[config.mk]
export PLATFORM = sky130hd
export DESIGN_NAME = clk_div_ctrl
export DESIGN_NICKNAME = d
export VERILOG_FILES = /design/src/rtl/clk_div_ctrl_pkg.sv /design/src/rtl/clk_div_core.sv /design/src/rtl/clk_div_ctrl.sv
export SDC_FILE = /design/constraint.sdc
export NUM_CORES = 1
export LEC_CHECK = 0
export ABC_CLOCK_PERIOD_IN_PS = 12000
export BUFFER_PORTS_ARGS = -buffer_cell sky130_fd_sc_hd__buf_2
export CAP_MARGIN = 10
export CORE_UTILIZATION = 63
export CTS_BUF_LIST = sky130_fd_sc_hd__clkbuf_8
export CTS_CLUSTER_DIAMETER = 30
export CTS_CLUSTER_SIZE = 20
export DETAILED_ROUTE_END_ITERATION = 12
export HOLD_SLACK_MARGIN = 0.1
export MAX_ROUTING_LAYER = met4
export PLACE_DENSITY = 0.81
export SLEW_MARGIN = 30
export SYNTH_ARGS = -nofsm -noshare
export SYNTH_HDL_FRONTEND = slang
export SYNTH_HIERARCHICAL = 1
export SYNTH_SLANG_ARGS = --single-unit
[constraint.sdc]
create_clock -name clk_in -period 12 [get_ports clk_in]
set_input_delay 2.4 -clock clk_in [delete_from_list [all_inputs] [get_ports clk_in]]
set_output_delay 2.4 -clock clk_in [all_outputs]
set_load 0.05 [all_outputs]
[src/rtl/clk_div_ctrl_pkg.sv]
// rtl/clk_div_ctrl_pkg.sv - state type, divide limits and waveform helper shared by clk_div_ctrl
package clk_div_ctrl_pkg;

  typedef enum logic [1:0] {
    IDLE = 2'd0,
    RUN  = 2'd1,
    PEND = 2'd2,
    STOP = 2'd3
  } clk_div_state_e;

  localparam int unsigned DIV_MIN = 2;

  // Cycles spent high per period; odd N leaves the spare cycle in the low phase.
  function automatic int unsigned clk_div_high_len(input int unsigned n);
    return n >> 1;
  endfunction

endpackage

[src/rtl/clk_div_core.sv]
// rtl/clk_div_core.sv - divide counter, low/high phase compare and terminal-count strobe
module clk_div_core
  import clk_div_ctrl_pkg::*;
#(
  parameter int unsigned DIV_W = 8
) (
  input  logic             clk_in,
  input  logic             rst_,
  input  logic             run,
  input  logic [DIV_W-1:0] div_cur,
  input  logic [DIV_W-1:0] div_upd,
  output logic             tc,
  output logic             clk_out,
  output logic             tick
);

  localparam logic [DIV_W-1:0] ONE = DIV_W'(1);

  logic [DIV_W-1:0] cnt;
  logic [DIV_W-1:0] cnt_nxt;
  logic [DIV_W-1:0] hi_len;
  logic [DIV_W-1:0] lo_len;
  logic [DIV_W-1:0] last_idx;

  assign tc = run && (cnt == div_cur - ONE);

  always_comb begin
    cnt_nxt = '0;
    if (run && !tc) begin
      cnt_nxt = cnt + ONE;
    end
  end

  // Decode against the divide in force after the edge so the registered
  // outputs stay aligned with cnt, including across a factor change at TC.
  always_comb begin
    hi_len   = DIV_W'(clk_div_high_len(32'(div_upd)));
    lo_len   = div_upd - hi_len;
    last_idx = div_upd - ONE;
  end

  always_ff @(posedge clk_in or negedge rst_) begin
    if (!rst_) begin
      cnt     <= '0;
      clk_out <= 1'b0;
      tick    <= 1'b0;
    end else begin
      cnt     <= cnt_nxt;
      clk_out <= (cnt_nxt >= lo_len);
      tick    <= (cnt_nxt == last_idx);
    end
  end

endmodule

[src/rtl/clk_div_ctrl.sv]
// rtl/clk_div_ctrl.sv - runtime-programmable clock divider with period-aligned start/stop/reconfigure
// Optional CLK_DIV_CTRL_CHK_EN: reject cfg_div below DIV_MIN with cfg_err instead of clamping.
module clk_div_ctrl
  import clk_div_ctrl_pkg::*;
#(
  parameter int unsigned DIV_W   = 8,
  parameter int unsigned DIV_RST = 16
) (
  input  logic             clk_in,
  input  logic             rst_,
  input  logic             en,
  input  logic             cfg_req,
  input  logic [DIV_W-1:0] cfg_div,
  output logic             cfg_ack,
  output logic             clk_out,
  output logic             tick,
  output logic             busy
`ifdef CLK_DIV_CTRL_CHK_EN
  ,
  output logic             cfg_err
`endif
);

  localparam logic [DIV_W-1:0] DIV_RST_V = DIV_W'(DIV_RST);
  localparam logic [DIV_W-1:0] DIV_MIN_V = DIV_W'(DIV_MIN);

  clk_div_state_e   state;
  clk_div_state_e   state_nxt;
  logic [DIV_W-1:0] div_cur;
  logic [DIV_W-1:0] div_cur_d;
  logic [DIV_W-1:0] div_nxt;
  logic [DIV_W-1:0] div_nxt_d;
  logic             ack_d;
  logic             tc;
  logic             run;
  logic             req_live;
  logic             req_bad;
  logic             req_take;
  logic [DIV_W-1:0] req_div;

  // A request still held during its own ack cycle must not be taken twice.
  assign req_live = cfg_req && !cfg_ack;

`ifdef CLK_DIV_CTRL_CHK_EN
  assign req_bad = req_live && (cfg_div < DIV_MIN_V);
  assign req_div = cfg_div;
`else
  assign req_bad = 1'b0;
  assign req_div = (cfg_div < DIV_MIN_V) ? DIV_MIN_V : cfg_div;
`endif

  assign req_take = req_live && !req_bad;
  assign run      = (state != IDLE);

  always_comb begin
    state_nxt = state;
    div_cur_d = div_cur;
    div_nxt_d = div_nxt;
    ack_d     = req_bad;
    case (state)
      IDLE: begin
        if (req_take) begin
          div_cur_d = req_div;
          div_nxt_d = req_div;
          ack_d     = 1'b1;
        end
        if (en) begin
          state_nxt = RUN;
        end
      end
      RUN: begin
        if (req_take) begin
          div_nxt_d = req_div;
          state_nxt = PEND;
        end else if (!en) begin
          state_nxt = STOP;
        end
      end
      PEND: begin
        if (tc) begin
          div_cur_d = div_nxt;
          ack_d     = 1'b1;
          state_nxt = en ? RUN : IDLE;
        end
      end
      STOP: begin
        if (en) begin
          state_nxt = RUN;
        end else if (tc) begin
          state_nxt = IDLE;
        end
      end
      default: begin
        state_nxt = IDLE;
      end
    endcase
  end

  always_ff @(posedge clk_in or negedge rst_) begin
    if (!rst_) begin
      state   <= IDLE;
      div_cur <= DIV_RST_V;
      div_nxt <= DIV_RST_V;
      cfg_ack <= 1'b0;
      busy    <= 1'b0;
    end else begin
      state   <= state_nxt;
      div_cur <= div_cur_d;
      div_nxt <= div_nxt_d;
      cfg_ack <= ack_d;
      busy    <= (state_nxt != IDLE);
    end
  end

`ifdef CLK_DIV_CTRL_CHK_EN
  always_ff @(posedge clk_in or negedge rst_) begin
    if (!rst_) begin
      cfg_err <= 1'b0;
    end else begin
      cfg_err <= req_bad;
    end
  end
`endif

  clk_div_core #(
    .DIV_W (DIV_W)
  ) u_core (
    .clk_in  (clk_in),
    .rst_    (rst_),
    .run     (run),
    .div_cur (div_cur),
    .div_upd (div_cur_d),
    .tc      (tc),
    .clk_out (clk_out),
    .tick    (tick)
  );

endmodule

**After elaboration in Yosys (flattened, before gate mapping)**

Index checks and enable logic that the tools add are counted.

- $add $sub $neg: 4
- $lt $le $gt $ge: 2
- Equality and inequality tests: 5
- Muxes and demuxes: 16
- Reduce and logical (&&, ||, !) cells: 10

Operator list:

| kind | count |
|---|---|
| $mux W8 | 4 |
| $eq A8 B8 Y1 | 2 |
| $pmux W8 S2 | 1 |
| $sub A8 B1 Y8 const B | 2 |
| $mux W2 | 6 |
| $add A8 B1 Y8 const B | 1 |
| $ge A8 B8 Y1 | 1 |
| $lt A8 B2 Y1 const B | 1 |
| $pmux W2 S4 | 1 |
| $sub A8 B7 Y8 | 1 |
| $eq A2 B2 Y1 const B | 2 |
| $reduce_bool A2 Y1 | 2 |
| $logic_and A1 B1 Y1 | 3 |
| $mux W1 | 3 |
| $eq A2 B1 Y1 const B | 1 |
| $logic_not A1 Y1 | 2 |
| $logic_not A2 Y1 | 1 |
| $pmux W1 S2 | 1 |
| $reduce_and A2 Y1 | 1 |
| $reduce_or A2 Y1 | 1 |

- Register bits after elaboration: 30
- Bits of input ports: 12
- Output and inout port bits: 4
- Word-level logic and storage cells: 45

**Depth between registers and ports, before layout**

Gate-level depths: netlist of run 1.

- Depth in word-level cells: 7
- Gate-level depth with buffers: 25
- Gate-level depth less buffers: 24

**Cells and area by module**

The synthesis of run 1 kept the hierarchy.

By module, submodules not included:

| module | times used | cells each | area an instance (um2) | seq. area each (um2) |
|---|---|---|---|---|
| clk_div_core | 1 | 181 | 1524.0 | 250.2 |
| clk_div_ctrl | 1 | 94 | 1037.2 | 503.0 |

**Worst setup path before layout of run 1**

OpenSTA, ideal clock, no wires.

- Path kind: input-to-reg
- From: in cfg_div[7]
- To: reg u_core.clk_out
- Setup time: 0.126 ns
- Arrival: 5.166 ns
- Required time: 11.874 ns
- Slack: 6.708 ns
- Stages on the path: 15
- Path buffers: 0
- Path through: nor3_1 > a211oi_1 > o221ai_1 > ha_1 > inv_1 > fa_1 > inv_1 > ha_1 > a21o_1 > a21o_1 > a21o_1 > a21oi_1 > nor2b_1 > o21ai_0 > a21oi_1

- Longest elaborated chain between the ends: 6

Ends and longest elaborated chain:

| element | line | source |
|---|---|---|
| start, declared | clk_div_ctrl.sv:13 | `input logic [DIV_W-1:0] cfg_div,` |
| $lt A8 B2 Y1 | clk_div_ctrl.sv:49 | `assign req_div = (cfg_div < DIV_MIN_V) ? DIV_MIN_V : cfg_div;` |
| $mux W8 | clk_div_ctrl.sv:49 |  |
| $mux W8 | clk_div_ctrl.sv:62 | `if (req_take) begin` |
| $pmux W8 S2 | clk_div_ctrl.sv:60 | `case (state)` |
| net div_cur_d[1] | clk_div_ctrl.sv:30 | `logic [DIV_W-1:0] div_cur_d;` |
| $sub A8 B7 Y8 | clk_div_core.sv:38 | `lo_len = div_upd - hi_len;` |
| $ge A8 B8 Y1 | clk_div_core.sv:49 | `clk_out <= (cnt_nxt >= lo_len);` |
| end signal, assigned | clk_div_core.sv:49 |  |
| end, declared | clk_div_core.sv:13 | `output logic clk_out,` |

The timed path passes the listed nets, and every way through them passes these cells.
A chain may end at the register's enable or synchronous reset.

**Worst setup path in the final report of run 1**

Ends and elaborated chain as after synthesis.

==> results of run 1 <==
## worst paths after layout
| path | endpoint | cells past startpoint | from | slack (ps) |
|---|---|---|---|---|
| max | u_core/clk_out$_DFF_PN0_ | 16 | cfg_div[7] | 6610 |
| min | div_nxt[7]$_DFFE_PN0P_ | 1 | div_nxt[7]$_DFFE_PN0P_ | 500 |
| min in group asynchronous | state[1]$_DFF_PN0_ | 1 | rst_ | 2140 |
| max in group asynchronous | u_core/tick$_DFF_PN0_ | 1 | rst_ | 9420 |
| max reg2reg | u_core/clk_out$_DFF_PN0_ | 23 | div_cur[0]$_DFF_PN0_ | 7000 |
| min reg2reg | div_nxt[7]$_DFFE_PN0P_ | 1 | div_nxt[7]$_DFFE_PN0P_ | 500 |
## per-stage QoR
| step | setup WS [ps] | cell area (um^2) | utilization [%] | hold slack [ps] | cells |
|---|---|---|---|---|---|
| final | 6607 | 2763 | 73.26 | 498.7 | 341 |
| after global routing | 6349 | 2763 | 73.26 | 521.7 | 341 |
| after CTS | 6624 | 2763 | 73.26 | 503.8 | 341 |
| after detailed placement | 6342 | 2671 | 70.84 | 490.2 | 333 |
| after global placement | 6320 | 2671 | 70.84 | 484.8 | 333 |
| after floorplan | 6708 | 2561 | - | 458.6 | 275 |
## synthesized netlist by cell type, types with 3 or more instances
| library cell | instances | area, um^2 |
|---|---|---|
| a211oi_1 | 3 | 22.52 |
| a21o_1 | 4 | 30.03 |
| a21oi_1 | 16 | 80.08 |
| a221oi_1 | 12 | 105.1 |
| and3_1 | 3 | 18.77 |
| clkbuf_1 | 3 | 11.26 |
| dfrtp_1 | 28 | 700.7 |
| ha_1 | 27 | 337.8 |
| inv_1 | 22 | 82.58 |
| mux2_2 | 6 | 67.56 |
| nand2_1 | 16 | 60.06 |
| nand2b_1 | 3 | 18.77 |
| nand3_1 | 6 | 30.03 |
| nor2_1 | 20 | 75.07 |
| nor3_1 | 3 | 15.01 |
| o21ai_0 | 13 | 65.06 |
| o21bai_1 | 5 | 37.54 |
| xnor2_1 | 24 | 210.2 |
| xor2_1 | 7 | 61.31 |
## layout by cell type, fill, tap and decap left out, types with 2 or more instances in the layout
master and n:
o21bai_1 5, buf_2 15, o22ai_1 2, nand4b_1 2, ha_1 27, nand3b_1 2, nand4_1 2, buf_4 3
and3_1 3, nand2_1 16, clkbuf_8 6, nor4_1 2, nor3_1 3, nand2b_1 3, a21boi_0 2, inv_1 23
a21o_1 4, a21oi_1 16, xor2_1 7, dfrtp_1 28, a211oi_1 3, a221oi_1 12, nand3_1 6, nor2b_1 2
nor2_1 20, a31oi_1 2, xnor2_1 24, dfstp_2 2, o21ai_0 13, mux2_2 6
## cell type report
class                           count  share of cell area (%)
Sequential cell                    30                   27.26
Clock inverter                      2                  0.3170
Multi-Input combinational cell    214                   60.60
Inverter                           23                   3.125
Timing Repair Buffer               18                   3.533
Tap cell                           48                   2.174
Clock buffer                        6                   2.989
## routing by layer
metal	vias to the layer above	GRT usage, %	routed length, um
met5	-	-	0
met4	0	5.163	42
met3	9	4.861	287
met2	76	44.39	2470
met1	977	39.45	2640
li1	1016	-	-
## registers in the layout (all words and copies together) (netlist names)
| name | flops |
|---|---|
| busy | 1 |
| cfg_ack | 1 |
| div_nxt | 8 |
| div_cur | 8 |
| u_core/clk_out | 1 |
| u_core/tick | 1 |
| u_core/cnt | 8 |
| state | 2 |
## logic make-up after synthesis
family	after synthesis
xor+xnor	31
fa+ha+maj	28
flops	30
buf+inv	31
compound gates	68
mux	8
simple gates	79
==> results.yml, run 1 <==
run_status:
  status: "finished, final reports clean"
worst_setup_path:
  cp_slowest_cell: "fa_1"
  slowest_delay_ps: 470
  cp-start-kind: "input port"
  cp.arrival_ps: 5560
  critPathMaxFanout: 5
  cp_top_family: "compound AO/OA/AOI/OAI gates"
  path_common_cell: "a21o_1"
  critPathCaptureType: "flip-flop"
  crit_buf_inv: 3
  cp_cell_sequence: "buf_2 > nor3_1 > a211oi_1 > o221ai_1 > ha_1 > inv_1 > fa_1 > inv_1 > ha_1 > a21o_1 > a21o_1 > a21o_1 > a21oi_1 > nor2b_1 > o21ai_0 > a21oi_1"
  critPathKind: "input port to flip-flop"
  required_ps: 12160
clocking:
  hold_buffers: 0
  clk_pin_slew_ps: 60
  cts-htree-levels: 2
  worstSkewPairLatency_ps: 290
  cts_tree: "built"
  cts_num_sinks: 30
  clockRootBuffer: "clkbuf_8"
  post_cts_resized: 0
  cts_buffers: 5
  cts_setup_buffers: 0
  clock_path_buffers: 2
timing:
  max-slew-margin-rel_pct: 55.68
  setup_tns_ps: 0
  post-route-min-period_ps: 5393
  rsz0062_at_grt: "false"
  maxSlewViolCount: 0
  worst_pin_slew_ps: 664.8
  fin_crit_sh_pct: 44.94
  finalHoldViolCount: 0
  finClkSkew_ps: 9.326
  clock.fmax_mhz: 185.4
  setup_viol: 0
yosys:
  synthMuxAreaShare_pct: 3.468
  ys_types: 62
  synth_top_family_by_area: "compound AO/OA/AOI/OAI gates"
  ys_dominant_reg_cell: "dfrtp_1"
  ys_ff_latch: 30
  synth-adder-area-share_pct: 13.97
  synthArstFlopShare_pct: 100.0
  syn_nets: 315
  synth_xor_area_share_pct: 10.60
  ys_warn_count: 6
  synth_compound_area_share_pct: 19.00
  syn-instance-count: 275
  synthSimpleGateAreaFrac_pct: 18.32
  synth_edf_count: 0
  synthesis.area_um2: 2561
  ys_seq_area_share_pct: 29.41
  avgSynthCellArea_um2: 9.313
finish:
  antenna_cells: 0
  drive_above_1_share_pct: 15.36
  syn_to_final_growth_pct: 7.865
  multi_input_area_um2: 1674
  fin_nets: 332
  fill_cells: 277
  regArea_um2: 753.2
global_route:
  grt_pass1_wl_mm: 8.956
  antenna_found_initial: 0
  grt_overflow: 0
  grt_pass1_vias: 1897
  grt_max_degree: 31
  grt_use_total_pct: 28.56
worst_hold_path:
  hold_path.class: "flip-flop to flip-flop"
routing:
  ant_nets: 0
  wl_mm: 5.440
  drt_pass1_iterations: 5
  dr_total_vias: 2078
  drc_errors: 0
  viasPerCell: 6.094
  wire_per_inst_um: 15.95
  drt_iter0_drc: 137
placed_design:
  dp_hpwl_mm: 4.092
  portBuffers: 15
  place.gp.congestion: 0.9258
floorplan:
  die_w_um: 65.76
  num_io_pins: 16
  initial_utilization_pct: 67.92
  num_rows: 22
  dieArea_um2: 4324
  die_h_um: 65.76
  core_um2: 3771
flow_run:
  max_cap_violations: 0
Power of run 1 is not shown: default switching activity piles up to over one toggle a cycle in this logic, so the estimate is an artifact.
==> run 2: changes to the inputs <==
--- a/config.mk
+++ b/config.mk
@@ -5,17 +5,17 @@
 export SDC_FILE = /design/constraint.sdc
 export NUM_CORES = 1
 export LEC_CHECK = 0
-export ABC_CLOCK_PERIOD_IN_PS = 12000
+export ABC_CLOCK_PERIOD_IN_PS = 4820
 export BUFFER_PORTS_ARGS = -buffer_cell sky130_fd_sc_hd__buf_2
 export CAP_MARGIN = 10
-export CORE_UTILIZATION = 63
+export CORE_UTILIZATION = 57
 export CTS_BUF_LIST = sky130_fd_sc_hd__clkbuf_8
 export CTS_CLUSTER_DIAMETER = 30
 export CTS_CLUSTER_SIZE = 20
 export DETAILED_ROUTE_END_ITERATION = 12
 export HOLD_SLACK_MARGIN = 0.1
 export MAX_ROUTING_LAYER = met4
-export PLACE_DENSITY = 0.81
+export PLACE_DENSITY = 0.78
 export SLEW_MARGIN = 30
 export SYNTH_ARGS = -nofsm -noshare
 export SYNTH_HDL_FRONTEND = slang
==> constraint.sdc (replaced) <==
create_clock -name clk_in -period 4.82 [get_ports clk_in]
set_input_delay 0.964 -clock clk_in [delete_from_list [all_inputs] [get_ports clk_in]]
set_output_delay 0.964 -clock clk_in [all_outputs]
set_load 0.05 [all_outputs]
==> run 2 against run 1 <==
Net effect: non-clock buffer count is 8 higher; first-iteration DRC count is 11% higher; setup slack worse by 6400 ps; die area is 10% higher; register-to-register slack worse by 6800 ps; sequential share of layout area is 0.75 points lower; hold slack better by 6.1 ps; critical endpoint unchanged.
==> results.yml, run 2 (synthesized netlist as in run 1, its figures left out) <==
run_status:
  status: "finished, final reports clean"
floorplan:
  initial_utilization_pct: 59.23
  die_h_um: 69.03
  core_um2: 4324
  num_rows: 24
  dieArea_um2: 4765
  num_io_pins: 16
  die_w_um: 69.03
finish:
  reg_top3: "div_cur (8), div_nxt (8), u_core/cnt (8)"
  fill_cells: 362
  final_area_um2: 2855
  layout_commonest_cell: "ha_1"
  syn_to_final_growth_pct: 11.48
  final_cell_mix: "ha_1, dfrtp_1, xnor2_1, inv_1, nor2_1"
  antenna_cells: 0
  drive_above_1_share_pct: 20.60
  stdcell_count: 353
  fin_nets: 340
worst_setup_path:
  cp-start-kind: "flip-flop"
  cp_cell_sequence: "inv_1 > ha_2 > or2b_1 > a21boi_0 > o31ai_2 > a21oi_1 > and3_2 > inv_1 > a22o_1 > a221o_1 > inv_1 > ha_1 > inv_1 > fa_1 > inv_1 > ha_1 > a21o_1 > a21o_1 > a21o_1 > a21oi_1 > nor2b_1 > o21ai_1 > a21oi_1"
  critPathMaxFanout: 7
  path_common_cell: "inv_1"
  slowest_delay_ps: 470
  critPathCaptureType: "flip-flop"
  cp.arrival_ps: 4780
  required_ps: 4990
  critPathKind: "flip-flop to flip-flop"
  cp_slowest_cell: "fa_1"
routing:
  viasPerCell: 6.059
  ant_nets: 0
  wl_mm: 5.811
  drt_pass1_iterations: 5
  wire_per_inst_um: 16.46
  dr_total_vias: 2139
  drc_errors: 0
  drt_iter0_drc: 152
placed_design:
  dp_hpwl_mm: 4.402
  dpl.cell_count: 342
  place.gp.congestion: 0.8777
  dpl_cell_area_um2: 2714
  portBuffers: 15
timing:
  hold_slack_ps: 504.9
  finalHoldViolCount: 0
  worst_pin_slew_ps: 671.3
  fin_crit_sh_pct: 95.63
  setup_viol: 0
  clock.fmax_mhz: 216.9
  maxSlewViolCount: 0
  finClkSkew_ps: 8.564
  max-slew-margin-rel_pct: 55.24
  post-route-min-period_ps: 4609
global_route:
  grt_use_total_pct: 26.29
  grt_pass1_vias: 2063
  grt_pass1_wl_mm: 9.735
  grt_max_degree: 31
  grt_overflow: 0
  antenna_found_initial: 0
clocking:
  cts_num_sinks: 30
  clock_path_buffers: 2
  clockRootBuffer: "clkbuf_8"
  cts_tree: "built"
  clk_pin_slew_ps: 70
  worstSkewPairLatency_ps: 290
  cts-htree-levels: 2
  cts_buffers: 5
flow_run:
  max_cap_violations: 0
worst_hold_path:
  hold_path.class: "flip-flop to flip-flop"
-- run 2: cell types whose count changed in the layout (fill, tap and decap cells not counted), sizes merged --
| cell | before | now |
|---|---|---|
| inv | 23 | 22 |
| clkinvlp | 0 | 1 |
| buf | 18 | 26 |
-- run 2: metal layers --
| metal | wire, um | share of wire (%) | track usage (%) |
|---|---|---|---|
| met1 | 2670 | 46 | 34.15 |
| met2 | 2776 | 48 | 43.15 |
| met3 | 274 | 4.7 | 3.947 |
| met4 | 91 | 1.6 | 6.576 |
| met5 | 0 | 0 | - |
-- run 2: what timing repair did --
action	4_1_cts	5_1_grt
buffers inserted	0	3
gates resized for setup	1	8
hold buffers	0	0
endpoints found under the setup margin	1	2
pin swaps	0	3
-- run 2: path summary, 6_finish.rpt --
kind	slack, ps	start	depth (start not counted)	endpoint
max in group asynchronous	3630	rst_	1	div_cur[1]$_DFF_PN0_
min in group asynchronous	700	rst_	1	div_nxt[1]$_DFFE_PN0P_
hold reg to reg	500	div_nxt[7]$_DFFE_PN0P_	1	div_nxt[7]$_DFFE_PN0P_
setup reg to reg	210	div_cur[0]$_DFF_PN0_	23	u_core/clk_out$_DFF_PN0_
hold / removal	500	div_nxt[7]$_DFFE_PN0P_	1	div_nxt[7]$_DFFE_PN0P_
setup / recovery	210	div_cur[0]$_DFF_PN0_	23	u_core/clk_out$_DFF_PN0_
-- run 2: critical path: cells and delay by family, from the launching register on --
family / cells / cell delay, ps
fa+ha+maj: 4 / 1170
simple gates: 3 / 560
flops: 1 / 440
buf+inv: 5 / 350
compound gates: 11 / 1960
-- run 2: area by class of cell --
type | count | area, um^2 | share of cell area (%)
multi-input combinational | 214 | 1694 | 59.33
clock inverter | 2 | 12.51 | 0.4382
clock buffer | 6 | 82.58 | 2.892
sequential | 30 | 757.0 | 26.51
timing repair buffer | 26 | 157.7 | 5.521
tap | 52 | 65.06 | 2.279
inverter | 23 | 86.33 | 3.024
-- run 2: through the flow --
stage          setup TNS [ps]  utilization [%]  setup slack, ps
3_3_place_gp                0            62.76            281.4
6_report                    0            66.03            210.6
4_1_cts                     0            64.99            21.84
5_1_grt                -15.09            66.03           -15.09
3_5_place_dp                0            62.76            32.07
2_1_floorplan               0                -            407.2
Power of run 2 is left out for the same reason.
